--- src/rtl/anita_multi_deadtime_scaler_if.sv ---
// rtl/anita_multi_deadtime_scaler_if.sv - dead-level inputs, pps strobe and scaler readback bundle
interface anita_multi_deadtime_scaler_if #(
    parameter int NCH      = 4,
    parameter int OUT_BITS = 16
);
    localparam int AW = (NCH > 1) ? $clog2(NCH) : 1;

    logic [NCH-1:0]      dead_i;
    logic [NCH-1:0]      mode_i;
    logic                pps_i;
    logic [AW-1:0]       rd_addr_i;
    logic [OUT_BITS-1:0] scaler_o;
    logic [NCH-1:0]      sat_o;
    logic                pps_done_o;

    modport master (
        output dead_i, mode_i, pps_i, rd_addr_i,
        input  scaler_o, sat_o, pps_done_o
    );

    modport slave (
        input  dead_i, mode_i, pps_i, rd_addr_i,
        output scaler_o, sat_o, pps_done_o
    );
endinterface

--- src/rtl/anita_multi_deadtime_scaler.sv ---
// rtl/anita_multi_deadtime_scaler.sv - per-channel prescaled deadtime accumulators latched on pps
module anita_multi_deadtime_scaler #(
    parameter int NCH           = 4,
    parameter int PRESCALE_BITS = 5,
    parameter int ACC_BITS      = 23,
    parameter int OUT_BITS      = 16,
    parameter int OUT_LSB       = 6
) (
    input  logic                          clk33_i,
    input  logic                          rst_i,
    anita_multi_deadtime_scaler_if.slave  bus
);
    localparam int TOP = OUT_LSB + OUT_BITS;

    if (TOP > ACC_BITS) begin : g_bad_params
        $error("OUT_LSB+OUT_BITS exceeds ACC_BITS");
    end

    // Bits at or above TOP are the ones that force a saturated readout.
    localparam logic [ACC_BITS-1:0] LOW_MASK = {ACC_BITS{1'b1}} >> (ACC_BITS - TOP);

    logic [NCH-1:0]           dead_q;
    logic [NCH-1:0]           qual;
    logic [NCH-1:0]           sat_q, sat_d;
    logic                     armed_q;
    logic                     pps_done_q;
    logic [PRESCALE_BITS-1:0] pre_q    [NCH];
    logic [PRESCALE_BITS-1:0] pre_d    [NCH];
    logic [ACC_BITS-1:0]      acc_q    [NCH];
    logic [ACC_BITS-1:0]      acc_d    [NCH];
    logic [OUT_BITS-1:0]      scaler_q [NCH];
    logic [OUT_BITS-1:0]      scaler_d [NCH];
    logic [OUT_BITS-1:0]      scaler_o_q, scaler_o_d;

    always_comb begin
        for (int n = 0; n < NCH; n++) begin
            // armed_q masks the edge a level already high at reset release would fake.
            qual[n]     = bus.dead_i[n] & (~bus.mode_i[n] | (~dead_q[n] & armed_q));
            pre_d[n]    = pre_q[n];
            acc_d[n]    = acc_q[n];
            scaler_d[n] = scaler_q[n];
            sat_d[n]    = sat_q[n];
            if (bus.pps_i) begin
                pre_d[n] = '0;
                acc_d[n] = '0;
                if (|(acc_q[n] & ~LOW_MASK)) begin
                    scaler_d[n] = '1;
                    sat_d[n]    = 1'b1;
                end else begin
                    scaler_d[n] = acc_q[n][OUT_LSB +: OUT_BITS];
                    sat_d[n]    = 1'b0;
                end
            end else if (qual[n]) begin
                pre_d[n] = pre_q[n] + PRESCALE_BITS'(1);
                if ((&pre_q[n]) && !(&acc_q[n])) begin
                    acc_d[n] = acc_q[n] + ACC_BITS'(1);
                end
            end
        end
        scaler_o_d = '0;
        if (int'(bus.rd_addr_i) < NCH) begin
            scaler_o_d = scaler_q[bus.rd_addr_i];
        end
    end

    always_ff @(posedge clk33_i) begin
        if (rst_i) begin
            dead_q     <= '0;
            armed_q    <= 1'b0;
            pps_done_q <= 1'b0;
            sat_q      <= '0;
            scaler_o_q <= '0;
            for (int n = 0; n < NCH; n++) begin
                pre_q[n]    <= '0;
                acc_q[n]    <= '0;
                scaler_q[n] <= '0;
            end
        end else begin
            dead_q     <= bus.dead_i;
            armed_q    <= 1'b1;
            pps_done_q <= bus.pps_i;
            sat_q      <= sat_d;
            scaler_o_q <= scaler_o_d;
            for (int n = 0; n < NCH; n++) begin
                pre_q[n]    <= pre_d[n];
                acc_q[n]    <= acc_d[n];
                scaler_q[n] <= scaler_d[n];
            end
        end
    end

    assign bus.scaler_o   = scaler_o_q;
    assign bus.sat_o      = sat_q;
    assign bus.pps_done_o = pps_done_q;
endmodule

--- src/flat_wrapper.sv ---
// flat-port wrapper written by rule: the top's interface ports become plain ports
module anita_multi_deadtime_scaler_flat 
#(
    parameter int NCH           = 4,
    parameter int PRESCALE_BITS = 5,
    parameter int ACC_BITS      = 23,
    parameter int OUT_BITS      = 16,
    parameter int OUT_LSB       = 6
)
  (clk33_i, rst_i, bus_dead_i, bus_mode_i, bus_pps_i, bus_rd_addr_i, bus_scaler_o, bus_sat_o, bus_pps_done_o);
  anita_multi_deadtime_scaler_if #(.NCH(NCH), .OUT_BITS(OUT_BITS)) bus_i ();
  input  logic clk33_i;
  input  logic rst_i;
  input wire logic [$bits(bus_i.dead_i)-1:0] bus_dead_i;
  input wire logic [$bits(bus_i.mode_i)-1:0] bus_mode_i;
  input wire logic [$bits(bus_i.pps_i)-1:0] bus_pps_i;
  input wire logic [$bits(bus_i.rd_addr_i)-1:0] bus_rd_addr_i;
  output wire logic [$bits(bus_i.scaler_o)-1:0] bus_scaler_o;
  output wire logic [$bits(bus_i.sat_o)-1:0] bus_sat_o;
  output wire logic [$bits(bus_i.pps_done_o)-1:0] bus_pps_done_o;
  assign bus_i.dead_i = bus_dead_i;
  assign bus_i.mode_i = bus_mode_i;
  assign bus_i.pps_i = bus_pps_i;
  assign bus_i.rd_addr_i = bus_rd_addr_i;
  assign bus_scaler_o = bus_i.scaler_o;
  assign bus_sat_o = bus_i.sat_o;
  assign bus_pps_done_o = bus_i.pps_done_o;
  anita_multi_deadtime_scaler #(.NCH(NCH), .PRESCALE_BITS(PRESCALE_BITS), .ACC_BITS(ACC_BITS), .OUT_BITS(OUT_BITS), .OUT_LSB(OUT_LSB)) u_core (.clk33_i(clk33_i), .rst_i(rst_i), .bus(bus_i));
endmodule
--- config.mk ---
export PLATFORM = sky130hd
export DESIGN_NAME = anita_multi_deadtime_scaler_flat
export DESIGN_NICKNAME = d
export VERILOG_FILES = /design/src/rtl/anita_multi_deadtime_scaler_if.sv /design/src/rtl/anita_multi_deadtime_scaler.sv /design/src/flat_wrapper.sv
export SDC_FILE = /design/constraint.sdc
export NUM_CORES = 1
export LEC_CHECK = 0
export CELL_PAD_IN_SITES_DETAIL_PLACEMENT = 1
export CELL_PAD_IN_SITES_GLOBAL_PLACEMENT = 1
export CORE_MARGIN = 3
export CORE_UTILIZATION = 45
export CTS_CLUSTER_SIZE = 10
export DETAILED_ROUTE_END_ITERATION = 12
export HOLD_SLACK_MARGIN = 0.02
export PLACE_DENSITY_LB_ADDON = 0.1
export SETUP_SLACK_MARGIN = 0.4
export SLEW_MARGIN = 20
export SYNTH_ARGS = -nofsm -noshare
export SYNTH_HDL_FRONTEND = slang
export SYNTH_SLANG_ARGS = --single-unit
--- constraint.sdc ---
create_clock -name clk33_i -period 4.3 [get_ports clk33_i]
set_input_delay 0.43 -clock clk33_i [delete_from_list [all_inputs] [get_ports clk33_i]]
set_output_delay 0.43 -clock clk33_i [all_outputs]
set_load 0.01 [all_outputs]
======== Word level (Yosys, flattened, before mapping) ========
Memory sizes are Yosys's and may differ from the RTL's. A register that Yosys moved wholly into a read port is not among the register bits.
Cells that the tools add are included.
word-level totals
  flip-flop bits (word level) ............. 10
  memory bits (writable) .................. 176
  bits of input ports ..................... 13
  output and inout bits ................... 21
  logic and storage cells ................. 112
  memories kept ........................... 3
memories
  name             depth  width  read ports  clocked after memory_dff  wr ports  RTL line                           source
  u_core.acc_q     4      23     4           0                         4         anita_multi_deadtime_scaler.sv:29  logic [ACC_BITS-1:0] acc_q [NCH];
  u_core.scaler_q  4      16     1           1                         4         anita_multi_deadtime_scaler.sv:31  logic [OUT_BITS-1:0] scaler_q [NCH];
  u_core.pre_q     4      5      4           0                         4         anita_multi_deadtime_scaler.sv:27  logic [PRESCALE_BITS-1:0] pre_q [NCH];
cells by class
  $add $sub $neg .......................... 8
  equal/unequal tests ..................... 1
  mux-type cells .......................... 47
  bitwise gates (word level) .............. 32
  reduce and logical (&&, ||, !) cells .... 17
operators with widths
  kind                     count
  $mux W23                 16
  $mux W16                 12
  $add A23 B1 Y23 const B  4
  $reduce_and A23 Y1       4
  $mux W5                  12
  $add A5 B1 Y5 const B    4
  $reduce_and A5 Y1        4
  $or A1 B1 Y1             16
  $and A1 B1 Y1            8
  $not A1 Y1               8
  $mux W1                  7
  $logic_and A1 B1 Y1      4
  $logic_not A1 Y1         4
  $reduce_and A2 Y1        1
  $ne A1 B1 Y1 const B     1

======== Longest topological paths before layout ========
  word-level depth ........................ 7
  gate-level depth with buffers ........... 9
  depth with buffers taken out ............ 8

======== Least setup slack after synthesis ========
OpenSTA, ideal clock, no wires.
  path kind ............................... input to register
  start point ............................. input bus_pps_i
  end point ............................... memory u_core.scaler_q[0][0] (enable)
  setup time .............................. 453 ps
  data arrival time ....................... 2,811 ps
  data required time ...................... 3,847 ps
  path slack .............................. 1,035 ps
  stages on the path ...................... 4
  buffers on the path ..................... 2
  cell sequence ........................... nor2_1 clkinv_1 clkbuf_1 clkbuf_1
RTL lines
  what                RTL line                           source
  start: declaration  flat_wrapper.sv:16                 input wire logic [$bits(bus_i.pps_i)-1:0] bus_pps_i;
  end: declaration    anita_multi_deadtime_scaler.sv:31

==> summary.txt <==
highest clock rate: 0.366 GHz
LEAKAGE: 0.00351 uW
drt total wl: 24500 microns
Fill cells: 2206
Via Count: 7109
fin crit period: 2.73 ns
most common cell after layout, fill and taps aside: nor2_1
synthesis-stage register bit count: 202
worst hold slack: 0.482 ns
ys async rst share: 0%
Pins Over Slew Limit: 0
Die W: 148 microns
Main synth FF type: dfxtp_1
TritonCTS buffer count: 24
adder-cell share of the synthesized area: 1.65%
crit share post-route: 63.5%
largest net degree at the start of global routing: 80
status: complete, no violations
Post-Route Setup TNS: 0 ns
simple-gate share of the synthesized area: 23.9%
XOR/XNOR Fraction of Synth Area: 2.98%
Seq/Total Area, Yosys: 51.6%
DRC: 0
Post-Syn Area: 9070 sq um
Die Y-Extent: 148 microns
leading cell types in the layout, fill and taps excluded: nor2_1, dfxtp_1, nand2_1, edfxtp_1, a21oi_1
Iteration-0 DRC Markers: 484
clk_lat worst skew: 0.51 ns
synthesized net count: 958
largest family of logic cells by synthesized area: simple AND/OR/NAND/NOR gates
area leader, netlist: dfxtp_1
WL/cell: 19.9 microns
Synth-to-Final Area Change: 13.5%
Final Non-Filler Cells: 1229
Syn. warnings: 0
RSZ-0062 raised after global routing: false
die area: 21900 sq um
Hold Vio Cnt, Final: 0
CTS tree: done
Final Setup Violations: 0
Vias/cell: 5.78
Congestion Overflow GR: 0
crit end category: flop
Worst Hold Class: reg2reg
worst slack, placed: 1.37 ns
Initial Utilization: 46.2%
Placed Instances: 1187
flip-flop and latch area: 4680 sq um
ANT cells: 0
post-synthesis compound-gate area fraction: 10.8%
CTS root buf: clkbuf_16
synth top area cells: dfxtp_1, edfxtp_1, nor2_1
Slew Limit Headroom: 35.2%
Post-CTS Hold Fix Bufs: 0
CP arrival: 3.07 ns
Routed Antenna Nets: 0
H-tree depth: 1
Cells after Synth: 933
max_cap viols: 0
final core utilization: 52.4%
Max Root-Sink Buffers: 3
share of layout cells above drive strength 1: 8.20%
Pre-antenna DRT Iters: 5
first-pass GRT wire length: 39900 microns
I/O pin count: 34
fraction of synthesized area in multiplexers: 6.07%
clock transition at the registers of the reported paths: 0.05 ns
nets: 973
area of the multi-input gates: 4140 sq um
count of unique library cells instantiated by Yosys: 58
crit start category: flop
vias in the first global route: 7486
share of the synthesized area in the top cell type: 30.5%
Max rail drop VDD: 0.000212 V
antenna violations before repair: 0
DP HPWL: 17100 microns
FP Rows: 51
Core Box Area: 19700 sq um
Crit Path Class: reg2reg
GRT Total Usage: 22.4%
I/O Buffers: 33
GPL Wtd Cong: 0.803
Tightest Pin Transition: 0.972 ns
Cell Pwr Density: 388 nW/um^2
EDFF count, synth: 64
Syn Area/Cell: 9.72 sq um
worst endpoint required time: 4.64 ns
setup bufs post-CTS: 0
PostCTS Resize Cnt: 0
Clock Sinks: 202
Max FO, Critical Path: 19
Fin Clk Skew: 0.00971 ns
post-layout worst setup margin: 1.57 ns
state kept, by name, indices dropped and copies added, names as in the netlist:
name	cells
u_core.pre_q	20
u_core.scaler_q	64
u_core.acc_q	92
u_core.armed_q	1
u_core.dead_q	4
u_core.bus.scaler_o	16
u_core.bus.sat_o	4
u_core.bus.pps_done_o	1
area by class of cell:
type / instances / share of cell area, %
Tap cell: 265 / 3.22
Multi-Input combinational cell: 665 / 40.2
Clock buffer: 42 / 6.79
Sequential cell: 202 / 45.5
Timing Repair Buffer: 39 / 3.72
Inverter: 16 / 0.607
cells in the mapped netlist (5+ instances only):
cell / n
a21oi_1: 46
a21oi_2: 5
a31o_2: 6
a31oi_1: 5
a41o_1: 5
and2_1: 21
and3_1: 10
and4_1: 11
buf_2: 11
clkbuf_1: 35
dfxtp_1: 138
edfxtp_1: 64
ha_1: 12
inv_1: 15
mux2i_1: 19
mux4_2: 16
nand2_1: 65
nand3_1: 33
nand4_1: 24
nor2_1: 192
nor2b_1: 5
nor4_1: 11
o211ai_1: 11
o21a_1: 5
o21ai_0: 24
o21ai_2: 6
o31ai_1: 15
or3_1: 32
or4_1: 23
xnor2_1: 13
xor2_1: 16
worst max-delay path, cell delays in order, from the launching register on:
cell and delay [ns]:
dfxtp_1 0.79, nand4_1 0.28, nor4_1 0.82, a21o_1 0.46, or4_1 0.17, a21oi_1 0.06
layer usage:
layer  vias to the layer above  wire length (microns)  track usage, %
li1                       3398                      -               -
met1                      3533                  11100            30.0
met2                       139                  12000            38.5
met3                        39                    857            2.88
met4                         0                    482            5.64
met5                         -                      0               0
power breakdown:
| part | leakage (uW) | internal [uW] | switching (uW) |
|---|---|---|---|
| sequential | 0.00184 | 2000 | 16.9 |
| clock | 0.000334 | 1090 | 741 |
| combinational | 0.00134 | 60.2 | 88.9 |
per-stage QoR:
| step | total power (uW) | area (sq um) |
|---|---|---|
| 4_1_cts | 4040 | 10300 |
| 3_5_place_dp | 2210 | 9590 |
| 2_1_floorplan | 2140 | 9070 |
| 6_report | 3990 | 10300 |
| 3_3_place_gp | 2200 | 9590 |
| 5_1_grt | 4140 | 10300 |
cell families after synthesis:
logic type,count (synthesis)
muxes,35
adders and majority gates,12
DFF,202
xor gates and xnor gates,30
AOI/OAI and AO/OA,145
buffers and inverters,66
and+or+nand+nor,443
final timing paths:
check	startpoint	to	slack, ns	cells past startpoint
hold / removal	u_core.acc_q[1][4]$_SDFFE_PP0P_	u_core.acc_q[1][4]$_SDFFE_PP0P_	0.48	2
hold reg to reg	u_core.acc_q[1][4]$_SDFFE_PP0P_	u_core.acc_q[1][4]$_SDFFE_PP0P_	0.48	2
setup reg to reg	u_core.acc_q[0][22]$_SDFFE_PP0P_	u_core.acc_q[0][5]$_SDFFE_PP0P_	1.57	5
setup / recovery	u_core.acc_q[0][22]$_SDFFE_PP0P_	u_core.acc_q[0][5]$_SDFFE_PP0P_	1.57	5
(Power assumes the default switching activity.)
